===== config.mk =====
export PLATFORM = sky130hd
export DESIGN_NAME = alu_muldiv_seq_flat
export DESIGN_NICKNAME = d
export VERILOG_FILES = /design/src/rtl/alu_muldiv_seq_if.sv /design/src/rtl/alu_muldiv_seq.sv /design/src/flat_wrapper.sv
export SDC_FILE = /design/constraint.sdc
export NUM_CORES = 1
export LEC_CHECK = 0
export CAP_MARGIN = 20
export CORE_MARGIN = 4
export CORE_UTILIZATION = 55
export DETAILED_ROUTE_END_ITERATION = 8
export HOLD_SLACK_MARGIN = 0.03
export PLACE_DENSITY = 0.77
export SLEW_MARGIN = 20
export SYNTH_ARGS = -nofsm -noshare
export SYNTH_HDL_FRONTEND = slang
export SYNTH_SLANG_ARGS = --single-unit

===== constraint.sdc =====
create_clock -name clock_i -period 10.35 [get_ports clock_i]
set_clock_uncertainty 0.2 [all_clocks]
set_input_delay 2.07 -clock clock_i [delete_from_list [all_inputs] [get_ports clock_i]]
set_output_delay 2.07 -clock clock_i [all_outputs]
set_load 0.02 [all_outputs]

===== src/rtl/alu_muldiv_seq_if.sv =====
// Request/response bundle between the pipeline and the iterative mul/div unit.
// The master drives operations in and the slave returns status and the HI/LO result.
interface alu_muldiv_seq_if #(
    parameter int DATA_W = 32
) ();
    logic              flush;
    logic              start;
    logic [1:0]        op;
    logic [DATA_W-1:0] data1;
    logic [DATA_W-1:0] data2;
    logic              ready;
    logic              busy;
    logic              done;
    logic              hilo_we;
    logic [DATA_W-1:0] hi;
    logic [DATA_W-1:0] lo;

    modport master (
        output flush, start, op, data1, data2,
        input  ready, busy, done, hilo_we, hi, lo
    );

    modport slave (
        input  flush, start, op, data1, data2,
        output ready, busy, done, hilo_we, hi, lo
    );
endinterface


===== src/rtl/alu_muldiv_seq.sv =====
// Iterative radix-2 multiply / restoring divide producing the HI/LO pair.
// Signed operations run on magnitudes; signs are applied in a single fix-up cycle.
module alu_muldiv_seq #(
    parameter int DATA_W = 32
) (
    input  logic               clock_i,
    input  logic               reset_i,
    alu_muldiv_seq_if.slave    bus
);
    localparam int CW = $clog2(DATA_W + 1);

    typedef enum logic [1:0] {S_IDLE, S_CALC, S_FIX, S_DONE} state_t;

    state_t              state_q;
    logic [1:0]          op_q;
    logic                s1_q;
    logic                s2_q;
    logic [DATA_W-1:0]   opnd_q;
    logic [2*DATA_W-1:0] acc_q;
    logic [CW-1:0]       count_q;
    logic [DATA_W-1:0]   hi_q;
    logic [DATA_W-1:0]   lo_q;

    logic [DATA_W-1:0]   mag1_d;
    logic [DATA_W-1:0]   mag2_d;
    logic                neg1_d;
    logic                neg2_d;
    logic [DATA_W:0]     mul_sum_d;
    logic [2*DATA_W-1:0] mul_next_d;
    logic [DATA_W:0]     rem_sh_d;
    logic                ge_d;
    logic [DATA_W-1:0]   diff_d;
    logic [2*DATA_W-1:0] div_next_d;
    logic [2*DATA_W-1:0] prod_d;
    logic [DATA_W-1:0]   fix_hi_d;
    logic [DATA_W-1:0]   fix_lo_d;

    // Magnitudes of the incoming operands; MIN maps to itself as an unsigned value.
    assign neg1_d = bus.op[0] & bus.data1[DATA_W-1];
    assign neg2_d = bus.op[0] & bus.data2[DATA_W-1];
    assign mag1_d = neg1_d ? -bus.data1 : bus.data1;
    assign mag2_d = neg2_d ? -bus.data2 : bus.data2;

    // Multiply step: acc = {partial product, remaining multiplier bits}.
    assign mul_sum_d  = {1'b0, acc_q[2*DATA_W-1:DATA_W]} + (acc_q[0] ? {1'b0, opnd_q} : '0);
    assign mul_next_d = {mul_sum_d, acc_q[DATA_W-1:1]};

    // Divide step: acc = {remainder, dividend bits shifting out / quotient bits in}.
    assign rem_sh_d   = {acc_q[2*DATA_W-1:DATA_W], acc_q[DATA_W-1]};
    assign ge_d       = rem_sh_d >= {1'b0, opnd_q};
    assign diff_d     = rem_sh_d[DATA_W-1:0] - opnd_q;
    assign div_next_d = {ge_d ? diff_d : rem_sh_d[DATA_W-1:0], acc_q[DATA_W-2:0], ge_d};

    always_comb begin
        prod_d   = ((op_q == 2'd1) && (s1_q ^ s2_q)) ? -acc_q : acc_q;
        fix_hi_d = prod_d[2*DATA_W-1:DATA_W];
        fix_lo_d = prod_d[DATA_W-1:0];
        if (op_q[1]) begin
            // Remainder always follows the dividend's sign; with a zero divisor it
            // still holds |dividend|, so this restores the raw dividend too.
            fix_hi_d = (op_q[0] && s1_q) ? -acc_q[2*DATA_W-1:DATA_W] : acc_q[2*DATA_W-1:DATA_W];
            if (opnd_q == '0) begin
                fix_lo_d = '1;
            end else begin
                fix_lo_d = (op_q[0] && (s1_q ^ s2_q)) ? -acc_q[DATA_W-1:0] : acc_q[DATA_W-1:0];
            end
        end
    end

    always_ff @(posedge clock_i or negedge reset_i) begin
        if (!reset_i) begin
            state_q <= S_IDLE;
            op_q    <= '0;
            s1_q    <= 1'b0;
            s2_q    <= 1'b0;
            opnd_q  <= '0;
            acc_q   <= '0;
            count_q <= '0;
            hi_q    <= '0;
            lo_q    <= '0;
        end else begin
            case (state_q)
                S_IDLE, S_DONE: begin
                    if (bus.start && !bus.flush) begin
                        op_q    <= bus.op;
                        s1_q    <= neg1_d;
                        s2_q    <= neg2_d;
                        opnd_q  <= bus.op[1] ? mag2_d : mag1_d;
                        acc_q   <= {{DATA_W{1'b0}}, (bus.op[1] ? mag1_d : mag2_d)};
                        count_q <= CW'(DATA_W);
                        state_q <= S_CALC;
                    end else begin
                        state_q <= S_IDLE;
                    end
                end
                S_CALC: begin
                    if (bus.flush) begin
                        state_q <= S_IDLE;
                    end else begin
                        acc_q   <= op_q[1] ? div_next_d : mul_next_d;
                        count_q <= count_q - CW'(1);
                        if (count_q == CW'(1)) begin
                            state_q <= S_FIX;
                        end
                    end
                end
                S_FIX: begin
                    if (bus.flush) begin
                        state_q <= S_IDLE;
                    end else begin
                        hi_q    <= fix_hi_d;
                        lo_q    <= fix_lo_d;
                        state_q <= S_DONE;
                    end
                end
                default: state_q <= S_IDLE;
            endcase
        end
    end

    assign bus.ready   = (state_q == S_IDLE) || (state_q == S_DONE);
    assign bus.busy    = (state_q == S_CALC) || (state_q == S_FIX);
    assign bus.done    = (state_q == S_DONE);
    assign bus.hilo_we = (state_q == S_DONE);
    assign bus.hi      = hi_q;
    assign bus.lo      = lo_q;
endmodule

===== src/flat_wrapper.sv =====
// flat-port wrapper written by rule: the top's interface ports become plain ports
module alu_muldiv_seq_flat 
#(
    parameter int DATA_W = 32
)
  (clock_i, reset_i, bus_flush, bus_start, bus_op, bus_data1, bus_data2, bus_ready, bus_busy, bus_done, bus_hilo_we, bus_hi, bus_lo);
  alu_muldiv_seq_if #(.DATA_W(DATA_W)) bus_i ();
  input  logic clock_i;
  input  logic reset_i;
  input wire logic [$bits(bus_i.flush)-1:0] bus_flush;
  input wire logic [$bits(bus_i.start)-1:0] bus_start;
  input wire logic [$bits(bus_i.op)-1:0] bus_op;
  input wire logic [$bits(bus_i.data1)-1:0] bus_data1;
  input wire logic [$bits(bus_i.data2)-1:0] bus_data2;
  output wire logic [$bits(bus_i.ready)-1:0] bus_ready;
  output wire logic [$bits(bus_i.busy)-1:0] bus_busy;
  output wire logic [$bits(bus_i.done)-1:0] bus_done;
  output wire logic [$bits(bus_i.hilo_we)-1:0] bus_hilo_we;
  output wire logic [$bits(bus_i.hi)-1:0] bus_hi;
  output wire logic [$bits(bus_i.lo)-1:0] bus_lo;
  assign bus_i.flush = bus_flush;
  assign bus_i.start = bus_start;
  assign bus_i.op = bus_op;
  assign bus_i.data1 = bus_data1;
  assign bus_i.data2 = bus_data2;
  assign bus_ready = bus_i.ready;
  assign bus_busy = bus_i.busy;
  assign bus_done = bus_i.done;
  assign bus_hilo_we = bus_i.hilo_we;
  assign bus_hi = bus_i.hi;
  assign bus_lo = bus_i.lo;
  alu_muldiv_seq #(.DATA_W(DATA_W)) u_core (.clock_i(clock_i), .reset_i(reset_i), .bus(bus_i));
endmodule

# After elaboration in Yosys (flattened, before gate mapping)
# Index checks and enable logic that the tools add are counted.
# W data, S select, Z words.
# word_totals
register_bits	172
latch_bits	0
mem_bits_rw	0
mem_bits_ro	0
wordCells	68
mem_count	0
# op_classes
addsub	8
multipliers	0
n_div	0
magnitude_cmp	1
eq_ne	8
shift	0
n_mux	24
bitwise_logic	4
reduce_logical	14
# op_table
op	count
$mux W32	11
$mux W64	4
$neg A32 Y32	4
$pmux W64 S2	1
$neg A64 Y64	1
$add A32 B33 Y33	1
$ge A33 B32 Y1	1
$logic_not A32 Y1	1
$sub A32 B32 Y32	1
$mux W6	2
$pmux W6 S2	1
$eq A6 B1 Y1 const B	1
$mux W2	3
$pmux W2 S3	1
$sub A6 B1 Y6 const B	1
$eq A2 B1 Y1 const B	2
$eq A2 B2 Y1 const B	2
$logic_and A1 B1 Y1	4
$reduce_and A2 Y1	2
$ne A3 B2 Y1 const B	1
$reduce_and A3 Y1	1
$and A1 B1 Y1	2
$logic_not A2 Y1	1
$logic_or A1 B1 Y1	2
other kinds (8)	8

# Logic depth before layout (Yosys ltp)
# Gate-level depths: netlist of run 1.
# depth
word_depth	5
mapped_depth	15

# Worst setup path before layout of run 1
# No wires, ideal clock.
# synth_path
path_kind	input-to-reg
start	input bus_data2[12]
end	register u_core.opnd_q[26]
setup_ns	0.132
arrival_ns	4.017
required_time_ns	10.018
setup_slack_ns	6.001
cell_stages	10
n_path_buf	0
cell_sequence	or4_1 > nor2_1 > nand2b_1 > o31ai_1 > a21boi_1 > o21ai_1 > xnor2_1 > nor2_1 > a211oi_1 > a21oi_1
# synth_via
elab_chain_len	3
# synth_rtl
item	line	text
start, declared	flat_wrapper.sv:14	input wire logic [$bits(bus_i.data2)-1:0] bus_data2;
$neg A32 Y32	alu_muldiv_seq.sv:42	assign mag2_d = neg2_d ? -bus.data2 : bus.data2;
$mux W32	alu_muldiv_seq.sv:42	
$mux W32	alu_muldiv_seq.sv:88	opnd_q <= bus.op[1] ? mag2_d : mag1_d;
end signal, assigned	alu_muldiv_seq.sv:88	
end, declared	alu_muldiv_seq.sv:18	logic [DATA_W-1:0] opnd_q;
# Every way passes these cells.
# A chain may end at the register's enable or synchronous reset.

# Worst setup path in the final report of run 1
# layout_path
start	input bus_data1[2]
end	register u_core.opnd_q[30]
# layout_via
elab_chain_len	3
# layout_rtl
item	line	text
start, declared	flat_wrapper.sv:13	input wire logic [$bits(bus_i.data1)-1:0] bus_data1;
$neg A32 Y32	alu_muldiv_seq.sv:41	assign mag1_d = neg1_d ? -bus.data1 : bus.data1;
$mux W32	alu_muldiv_seq.sv:41	
$mux W32	alu_muldiv_seq.sv:88	
# Every way passes these cells.

==> results.toml, run 1 <==
[run_status]
status = "completed"

[synthesis]
syn_area_per_cell_um2 = 7.89
yosysSeqAreaShare_pct = 29.5
synthAdderAreaFrac_pct = 6.54
synth_compound_area_share_pct = 24.2
synth-xor-area-share_pct = 10.6
synth_flop_cell = "dfrtp_1"
synth_area_mm2 = 0.0146
synth_warnings = 0
synth_edf_count = 0
synth_top_family_by_area = "compound AO/OA/AOI/OAI gates"
synthCells = 1850
muxShareOfSynthArea_pct = 5.24
syn_nets = 1995
synth-seq-cells = 172
async_flop_share_pct = 100
synthDistinctLibCells = 79
yosys.area_share.simple_pct = 19.2

[setup_path]
crit_chain = "clkdlybuf4s50_1, or3_1, nor3b_1, nand3_1, nor2_1, a31oi_1, xnor2_1, o21ai_0, mux2_2"
required_ns = 10.48
critical_path_class = "in -> reg"
slowest_stage = "nor3b_1"
crit_path_end_kind = "flip-flop"
slowest_delay_ns = 0.65
cp.arrival_ns = 5.00
critPathMaxFanout = 6
cp-start-kind = "input pin"

[die]
die_y_um = 171
fp-row-count = 59
dieArea_mm2 = 0.0292
die_w_um = 171
design.core.area_mm2 = 0.0261
initial_core_util_pct = 56.0
pin_count = 138

[cts]
cts_resized = 0
htreeDepth = 4
cts_root_buffer = "clkbuf_16"
cts_buffer_depth = 2
numCtsBuffers = 17
cts_setup_buffers = 0
insertion_delay_ns = 0.45
tritoncts = "built"
clkTransAtPathRegs_ns = 0.07
cts_hold_buf = 0
cts_sinks = 172

[grt]
antenna_found_initial = 1
grt_pass1_wl_mm = 70.4
grt_max_degree = 97
grt_overflow_total = 0
grt_util_all_layers_pct = 30.1
grt_pass1_vias = 13200

[pwr]
peakVddDrop_mv = 0.124
p_leak_nw = 7.33
p_total_w = 0.00384
p_per_area_mw_per_mm2 = 230

[layout]
fin_nets = 2064
layout.filler_cells = 2244
regArea_mm2 = 0.00431
multi_input_area_mm2 = 0.00961
synthToLayoutAreaGrowth_pct = 14.5
antenna_cells = 0
drive_gt1_share_pct = 5.43

[drt]
first_pass_iters = 5
wl_per_cell_um = 19.9
viasPerCell = 6.30
drc = 0
first_iter_violations = 1503
ant_nets = 0
routed_wl_mm = 45.2
vias = 14300

[place]
dp_hpwl_mm = 33.6
io_buffers = 137
routabilityCongestion = 0.987

[timing]
tightest_slew_ns = 1.02
post-route-period-util_pct = 47.0
slew_violations = 0
finalCriticalPeriod_ns = 4.87
slew_headroom_pct = 32.0
rsz0062_at_grt = "false"
fin_setup_tns_ns = 0
hold_viol_final = 0
setup_violations = 0
fmax_mhz = 206

[job]
maxCapViolCount = 0

[hold_path]
hp-class = "reg -> reg"
==> cell usage after synthesis, types with 6 or more instances <==
cell | count | area share, %
nor3_1 | 27 | 0.93
a21o_1 | 37 | 1.9
xnor2_1 | 92 | 5.5
o21bai_1 | 10 | 0.51
a211oi_1 | 35 | 1.8
nor2_1 | 201 | 5.2
xor2_1 | 84 | 5.0
a22o_1 | 12 | 0.72
o21ai_1 | 74 | 2.5
o21ai_0 | 112 | 3.8
mux2i_1 | 46 | 3.2
mux2_2 | 23 | 1.8
o41ai_1 | 9 | 0.54
nor2b_1 | 9 | 0.39
a31oi_1 | 16 | 0.69
nand2_1 | 203 | 5.2
o221ai_1 | 7 | 0.42
inv_1 | 72 | 1.9
or2_2 | 6 | 0.26
nand3_1 | 25 | 0.86
a311oi_1 | 7 | 0.42
nand2b_1 | 14 | 0.60
o22ai_1 | 6 | 0.26
buf_1 | 9 | 0.23
dfrtp_1 | 172 | 30
a21oi_1 | 179 | 6.1
nor4_1 | 31 | 1.3
nand4_1 | 13 | 0.56
o21a_1 | 6 | 0.31
clkbuf_1 | 81 | 2.1
or3_1 | 20 | 0.86
and3_1 | 10 | 0.43
and2_1 | 8 | 0.34
o31ai_1 | 26 | 1.3
or4_1 | 10 | 0.51
ha_1 | 73 | 6.3
==> metal layers <==
layer	routed length (um)	track usage (%)
met4	1250	9.65
met5	0	0
met1	19600	43.6
met2	20400	47.5
met3	3870	3.28
==> final timing paths <==
kind                                               startpoint                       endpoint  slack, ns  cells after the start
worst max-delay path                             bus_data1[2]  u_core.opnd_q[30]$_DFFE_PN0P_       5.48                      9
worst min-delay path            u_core.bus.hi[28]$_DFFE_PN0P_  u_core.bus.hi[28]$_DFFE_PN0P_       0.29                      2
worst max register to register    u_core.acc_q[0]$_DFFE_PN0P_   u_core.acc_q[62]$_DFFE_PN0P_       5.90                     14
min in group asynchronous                             reset_i  u_core.bus.lo[13]$_DFFE_PN0P_       1.48                      1
worst min register to register  u_core.bus.hi[28]$_DFFE_PN0P_  u_core.bus.hi[28]$_DFFE_PN0P_       0.29                      2
max in group asynchronous                             reset_i   u_core.acc_q[61]$_DFFE_PN0P_       7.11                      2
==> through the flow <==
step | area [um2] | utilization, % | hold slack (ns) | setup slack (ns) | instances
6_report | 16700 | 64.1 | 0.286 | 5.48 | 2267
5_1_grt | 16700 | 64.1 | 0.309 | 5.18 | 2267
4_1_cts | 16700 | 64.1 | 0.287 | 5.58 | 2267
3_5_place_dp | 16100 | 61.7 | 0.271 | 5.11 | 2235
3_3_place_gp | 16100 | 61.7 | 0.256 | 5.17 | 2235
2_1_floorplan | 14600 | - | 0.250 | 6.00 | 1850
==> flip-flops by register name (all words and copies together), names as in the netlist <==
register        count
u_core.state_q      2
u_core.op_q         2
u_core.acc_q       64
u_core.opnd_q      32
u_core.bus.lo      32
u_core.s2_q         1
u_core.bus.hi      32
u_core.s1_q         1
u_core.count_q      6
==> cell type report <==
class | instances | share of cell area, %
flip-flops and latches | 172 | 25.8
clock buffers | 17 | 2.55
clock inverters | 15 | 1.22
multi-input cells | 1505 | 57.5
repair buffers | 150 | 8.79
well taps | 335 | 2.51
inverters | 73 | 1.64
==> worst max-delay path, delay by kind of cell <==
family / cells / cell delay [ns]
compound gates: 2 / 0.26
xor+xnor: 1 / 0.24
mux: 1 / 0.29
simple gates: 4 / 1.67
buf+inv: 1 / 0.46
==> logic make-up (layout without fill, tap and decap cells) <==
group,after synthesis,count (layout)
fa+ha+maj,75,75
mux,73,73
simple gates,602,602
buf+inv,173,255
xor+xnor,176,176
compound gates,579,579
flops,172,172
==> placed cells by master (no fill, tap or decap), drive strengths merged, types with 46 or more instances in the layout <==
cell type      netlist  routed
a21oi              179     179
clkdlybuf4s50        0     135
dfrtp              172     172
ha                  73      73
inv                 72      81
mux2i               46      46
nand2              204     204
nor2               205     205
o21ai              188     188
xnor2               92      92
xor2                84      84
==> power by group <==
| group | switching, W | internal (W) |
|---|---|---|
| registers | 0.000290 | 0.000807 |
| clock network | 0.000348 | 0.000336 |
| logic | 0.00123 | 0.000832 |
No activity file was read; power rests on OpenSTA's default activity.
==> run 2, diff against run 1 <==
==> constraint.sdc (replaced) <==
create_clock -name clock_i -period 4.8 [get_ports clock_i]
set_clock_uncertainty 0.2 [all_clocks]
set_input_delay 0.96 -clock clock_i [delete_from_list [all_inputs] [get_ports clock_i]]
set_output_delay 0.96 -clock clock_i [all_outputs]
set_load 0.02 [all_outputs]
==> run 2 against run 1 <==
  * Combinational power increased by 120%
  * Sequential share of layout area decreased by 0.22 points
  * Global-route usage increased by 0.58 points
  * Largest power group unchanged
  * Non-clock buffer count increased by 18
  * Flip-flop and latch count unchanged
  * First-iteration DRC count decreased by 2.9%
  * Total power increased by 120%
  * Clock-buffer cell count unchanged
  * Clock power increased by 120%
  * Cell area increased by 0.85%
  * Routed wire length increased by 1.7%
==> results.toml, run 2 (synthesized netlist as in run 1, its figures left out) <==
[run_status]
status = "completed"

[pwr]
p_per_area_mw_per_mm2 = 496
peakVddDrop_mv = 0.256
p_leak_nw = 7.42

[cts]
cts_sinks = 172
cts_resized = 0
cts_root_buffer = "clkbuf_16"
htreeDepth = 4
insertion_delay_ns = 0.45
numCtsBuffers = 17
cts_setup_buffers = 0
cts_buffer_depth = 2
cts_hold_buf = 0
tritoncts = "built"
clkTransAtPathRegs_ns = 0.08

[drt]
vias = 14300
routed_wl_mm = 46.0
ant_nets = 0
drc = 0
first_iter_violations = 1460
viasPerCell = 6.24
first_pass_iters = 6
wl_per_cell_um = 20.1

[job]
maxCapViolCount = 0

[setup_path]
cp-startpoint = "u_core.acc_q[0]$_DFFE_PN0P_"
r2r_start = "u_core.acc_q[0]$_DFFE_PN0P_"
cp.arrival_ns = 4.25
critPathMaxFanout = 14
slowest_stage = "a2111oi_2"
cp-start-kind = "flip-flop"
slowest_delay_ns = 0.59
required_ns = 4.96
crit_path_end_kind = "flip-flop"
crit_chain = "inv_1, nor2_1, ha_1, a2111oi_0, a211oi_1, o41ai_1, a2111oi_2, o21ai_1, o211ai_1, a21oi_1, xor2_1, or3_1, o221ai_1"
critical_path_class = "reg -> reg"

[die]
die_w_um = 171
pin_count = 138
dieArea_mm2 = 0.0292
die_y_um = 171
fp-row-count = 59
initial_core_util_pct = 56.0
design.core.area_mm2 = 0.0261

[layout]
layout_commonest_cell = "nand2_1"
synthToLayoutAreaGrowth_pct = 15.5
top_register = "u_core.acc_q"
fin_nets = 2082
fin_util_pct = 64.7
postLayoutCellArea_mm2 = 0.0169
final_cell_mix = "203 x nand2_1, 201 x nor2_1, 178 x a21oi_1, 171 x dfrtp_1, 135 x clkdlybuf4s50_1"
largest_reg_flops = 64
regArea_mm2 = 0.00431
drive_gt1_share_pct = 6.31
multi_input_area_mm2 = 0.00961
layout.filler_cells = 2290
antenna_cells = 0

[place]
routabilityCongestion = 0.972
dp_hpwl_mm = 34.9
io_buffers = 137
postPlaceCellArea_mm2 = 0.0162

[grt]
grt_max_degree = 102
grt_pass1_wl_mm = 71.3
grt_pass1_vias = 13200
grt_overflow_total = 0
antenna_found_initial = 0
grt_util_all_layers_pct = 30.7

[timing]
fin_setup_tns_ns = 0
post-route-period-util_pct = 85.2
hold_viol_final = 0
rsz0062_at_grt = "false"
fmax_mhz = 245
setup_violations = 0
slew_violations = 0
tightest_slew_ns = 0.976
slew_headroom_pct = 34.9
finalCriticalPeriod_ns = 4.09

[hold_path]
hp-class = "reg -> reg"
min_from = "u_core.bus.hi[30]$_DFFE_PN0P_"
## run 2: cell types whose count changed in the layout (fill, tap and decap cells not counted), sizes merged
cell    before  now
clkinv       7    8
inv         81   80
buf         15   33
## run 2: final cells by class
| type | instances | area share [%] |
|---|---|---|
| tap | 335 | 2.49 |
| clock buffer | 17 | 2.52 |
| timing repair buffer | 168 | 9.57 |
| clock inverter | 15 | 1.20 |
| inverter | 73 | 1.63 |
| multi-input combinational | 1505 | 57.0 |
| sequential | 172 | 25.6 |
## run 2: stage by stage
| stage | cells | setup slack (ns) | power [W] | hold WS (ns) |
|---|---|---|---|---|
| floorplan | 1850 | 1.33 | 0.00549 | 0.250 |
| global placement | 2253 | 0.760 | 0.00671 | 0.261 |
| detailed placement | 2253 | 0.602 | 0.00678 | 0.268 |
| CTS | 2285 | 0.762 | 0.00827 | 0.287 |
| global route | 2285 | 0.449 | 0.00890 | 0.311 |
| finish | 2285 | 0.712 | 0.00836 | 0.282 |
## run 2: metal layers
layer  up-vias  share of wire, %  GRT usage [%]  wire (um)
met1      6662                42           43.7      19500
met2       675                45           48.2      20700
li1       6821                 -              -          -
met4         0               3.5           11.4       1590
met5         -                 0              0          0
met3       109               9.2           3.88       4230
## run 2: worst max-delay path: cells and delay by family, from the launching register on
family | cells | cell delay (ns)
and+or+nand+nor | 2 | 0.42
AOI/OAI and AO/OA | 8 | 1.94
buffers and inverters | 1 | 0.44
adders and majority gates | 1 | 0.41
DFF | 1 | 0.45
xor gates and xnor gates | 1 | 0.15
## run 2: path summary, 6_finish.rpt
kind	to	slack, ns	depth (start not counted)
max in group asynchronous	u_core.acc_q[47]$_DFFE_PN0P_	2.96	2
min	u_core.bus.hi[30]$_DFFE_PN0P_	0.28	2
min in group asynchronous	u_core.bus.lo[12]$_DFFE_PN0P_	0.40	1
max	u_core.acc_q[62]$_DFFE_PN0P_	0.71	13
min reg2reg	u_core.bus.hi[30]$_DFFE_PN0P_	0.28	2
max reg2reg	u_core.acc_q[62]$_DFFE_PN0P_	0.71	13
## run 2: power by group
group,internal [W],leakage [nW],total [W],switching (W)
Combinational,0.00184,4.85,0.00455,0.00271
Clock,0.000723,0.301,0.00148,0.000754
Sequential,0.00174,2.27,0.00233,0.000588
Total,0.00430,7.42,0.00836,0.00406
==> run 3, diff against run 2 <==
--- a/config.mk
+++ b/config.mk
@@ -6,11 +6,12 @@
 export NUM_CORES = 1
 export LEC_CHECK = 0
 export CAP_MARGIN = 20
+export CORE_ASPECT_RATIO = 1.25
 export CORE_MARGIN = 4
 export CORE_UTILIZATION = 55
 export DETAILED_ROUTE_END_ITERATION = 8
 export HOLD_SLACK_MARGIN = 0.03
-export PLACE_DENSITY = 0.77
+export PLACE_DENSITY = 0.73
 export SLEW_MARGIN = 20
 export SYNTH_ARGS = -nofsm -noshare
 export SYNTH_HDL_FRONTEND = slang
==> run 3 against run 2 <==
  * Flip-flop and latch count did not move
  * Total power shrank 1.2%
  * Routed wire length increased by 1.6%
  * Global-route usage is 0.49 points higher
  * Cell area down 0.10%
  * Via count fell by 0.27%
  * Hold slack lost 0.00085 ns
  * Clock power down 3%
  * Sequential share of layout area is essentially flat
  * Combinational power about the same
==> results.toml, run 3 (synthesized netlist as in run 1, its figures left out) <==
[layout]
top_register = "u_core.acc_q"
drive_gt1_share_pct = 6.25
postLayoutCellArea_mm2 = 0.0168
largest_reg_flops = 64
final_cell_mix = "203 x nand2_1, 201 x nor2_1, 178 x a21oi_1, 171 x dfrtp_1, 135 x clkdlybuf4s50_1"
synthToLayoutAreaGrowth_pct = 15.4
layout_commonest_cell = "nand2_1"
fin_nets = 2084

[setup_path]
crit_family = "compound AO/OA/AOI/OAI gates"
required_ns = 4.92
cp-start-kind = "flip-flop"
cpMostUsedCell = "o21ai_1"
cp.arrival_ns = 4.29
critPathMaxFanout = 11
slowest_stage = "a221oi_2"
crit_chain = "inv_1, nor2_1, ha_1, and2_1, o21ai_1, nand3_1, a211oi_1, o21ai_1, a221oi_2, o31ai_1, xor2_1, a221oi_1, o21ai_1"
crit_path_end_kind = "flip-flop"
slowest_delay_ns = 0.62
crit_buf_inv = 1
r2r_start = "u_core.acc_q[0]$_DFFE_PN0P_"
reg2reg_to = "u_core.acc_q[59]$_DFFE_PN0P_"
critical_path_class = "reg -> reg"
regToRegSetupSlack_ns = 0.62
reg2regPathDepth = 13

[pwr]
power.switching_w = 0.00389
internal_power_w = 0.00436
sequentialPowerShare_pct = 27.9
peakVddDrop_mv = 0.276
comb_power_share_pct = 54.8
p_per_area_mw_per_mm2 = 491
switching_share_pct = 47.2
power_frac_clock_pct = 17.3
p_leak_nw = 7.41

[grt]
use_met2_pct = 53.9
grt_pass1_vias = 13800
antenna_found_initial = 0
met1_usage_pct = 37.1
grt_util_all_layers_pct = 31.2
busiest_layer = "met2"
grt_overflow_total = 0
grt_max_degree = 77
grt_pass1_wl_mm = 72.8
met3_usage_pct = 3.66

[timing]
hold_slack_ns = 0.281
fmax_mhz = 239
fin_setup_tns_ns = 0
setup_violations = 0
finalCriticalPeriod_ns = 4.18
rsz0062_at_grt = "false"
hold_viol_final = 0
post-route-period-util_pct = 87.0
slew_headroom_pct = 35.8
tightest_slew_ns = 0.963
slew_violations = 0

[cts]
cts_setup_buffers = 0
insertion_delay_ns = 0.45
clkTransAtPathRegs_ns = 0.07
tritoncts = "built"
cts_sinks = 172
cts_root_buffer = "clkbuf_16"
numCtsBuffers = 17
cts_resized = 0
htreeDepth = 4
cts_buffer_depth = 2
cts_hold_buf = 0

[drt]
first_pass_iters = 6
drc = 0
vias = 14200
viasPerCell = 6.21
first_iter_violations = 1213
wl_per_cell_um = 20.4
routed_wl_mm = 46.7
ant_nets = 0

[die]
die_w_um = 154
design.core.area_mm2 = 0.0261
pin_count = 138
fp-row-count = 66
initial_core_util_pct = 55.9
dieArea_mm2 = 0.0292
die_y_um = 190

[job]
maxCapViolCount = 0

[place]
io_buffers = 137
postPlaceCellArea_mm2 = 0.0162
routabilityCongestion = 0.981
dp_hpwl_mm = 35.5

[hold_path]
min_to = "u_core.bus.hi[30]$_DFFE_PN0P_"
hp-class = "reg -> reg"
min_from = "u_core.bus.hi[30]$_DFFE_PN0P_"
hold_path_depth = 2

[run_status]
status = "completed"
==> run 3: how the worst max path moves through the flow <==
stage | endpoint | start | cells past startpoint | slack, ns
after CTS | u_core.acc_q[59]$_DFFE_PN0P_ | u_core.acc_q[0]$_DFFE_PN0P_ | 13 | 0.72
after global routing | u_core.acc_q[58]$_DFFE_PN0P_ | u_core.acc_q[0]$_DFFE_PN0P_ | 13 | 0.38
final | u_core.acc_q[59]$_DFFE_PN0P_ | u_core.acc_q[0]$_DFFE_PN0P_ | 13 | 0.62
after global placement | u_core.opnd_q[29]$_DFFE_PN0P_ | bus_data2[2] | 11 | 0.65
after floorplan | u_core.acc_q[59]$_DFFE_PN0P_ | u_core.acc_q[0]$_DFFE_PN0P_ | 14 | 1.33
after detailed placement | u_core.acc_q[26]$_DFFE_PN0P_ | bus_data2[7] | 11 | 0.51
==> run 3: cell type report <==
type | count | area, um2
well taps | 340 | 425
clock buffers | 19 | 433
multi-input cells | 1505 | 9610
repair buffers | 170 | 1630
fillers | 2359 | 9260
diodes | 1 | 2.50
inverters | 73 | 274
flip-flops and latches | 172 | 4310
clock inverters | 12 | 153
==> run 3: worst reg2reg max path, stage by stage (launching register included) <==
cell and delay [ns]:
dfrtp_1 0.47, inv_1 0.29, nor2_1 0.09, ha_1 0.35
and2_1 0.18, o21ai_1 0.15, nand3_1 0.17, a211oi_1 0.53
o21ai_1 0.25, a221oi_2 0.62, o31ai_1 0.21, xor2_1 0.17
a221oi_1 0.27, o21ai_1 0.10
==> run 3: power by group through the flow <==
stage          clock network [W]  registers [W]  logic (W)
5_1_grt                  0.00151        0.00234    0.00497
3_5_place_dp                   0        0.00231    0.00443
6_report                 0.00143        0.00231    0.00453
2_1_floorplan                  0        0.00208    0.00341
4_1_cts                  0.00144        0.00229    0.00446
3_3_place_gp                   0        0.00230    0.00438
==> run 3: stage by stage <==
stage	worst slack, ns	utilization, %	total power (W)	instances
final	0.625	64.5	0.00826	2292
after global routing	0.381	64.5	0.00882	2291
after CTS	0.715	64.5	0.00819	2291
after detailed placement	0.514	62.3	0.00674	2260
after global placement	0.652	62.3	0.00668	2260
after floorplan	1.33	-	0.00549	1850
==> run 3: per-layer routing <==
| layer | wire length, um | up-vias | share of wire (%) |
|---|---|---|---|
| li1 | - | 6803 | - |
| met1 | 18400 | 6755 | 39 |
| met2 | 22800 | 533 | 49 |
| met3 | 2420 | 138 | 5.2 |
| met4 | 3130 | 0 | 6.7 |
| met5 | 0 | - | 0 |
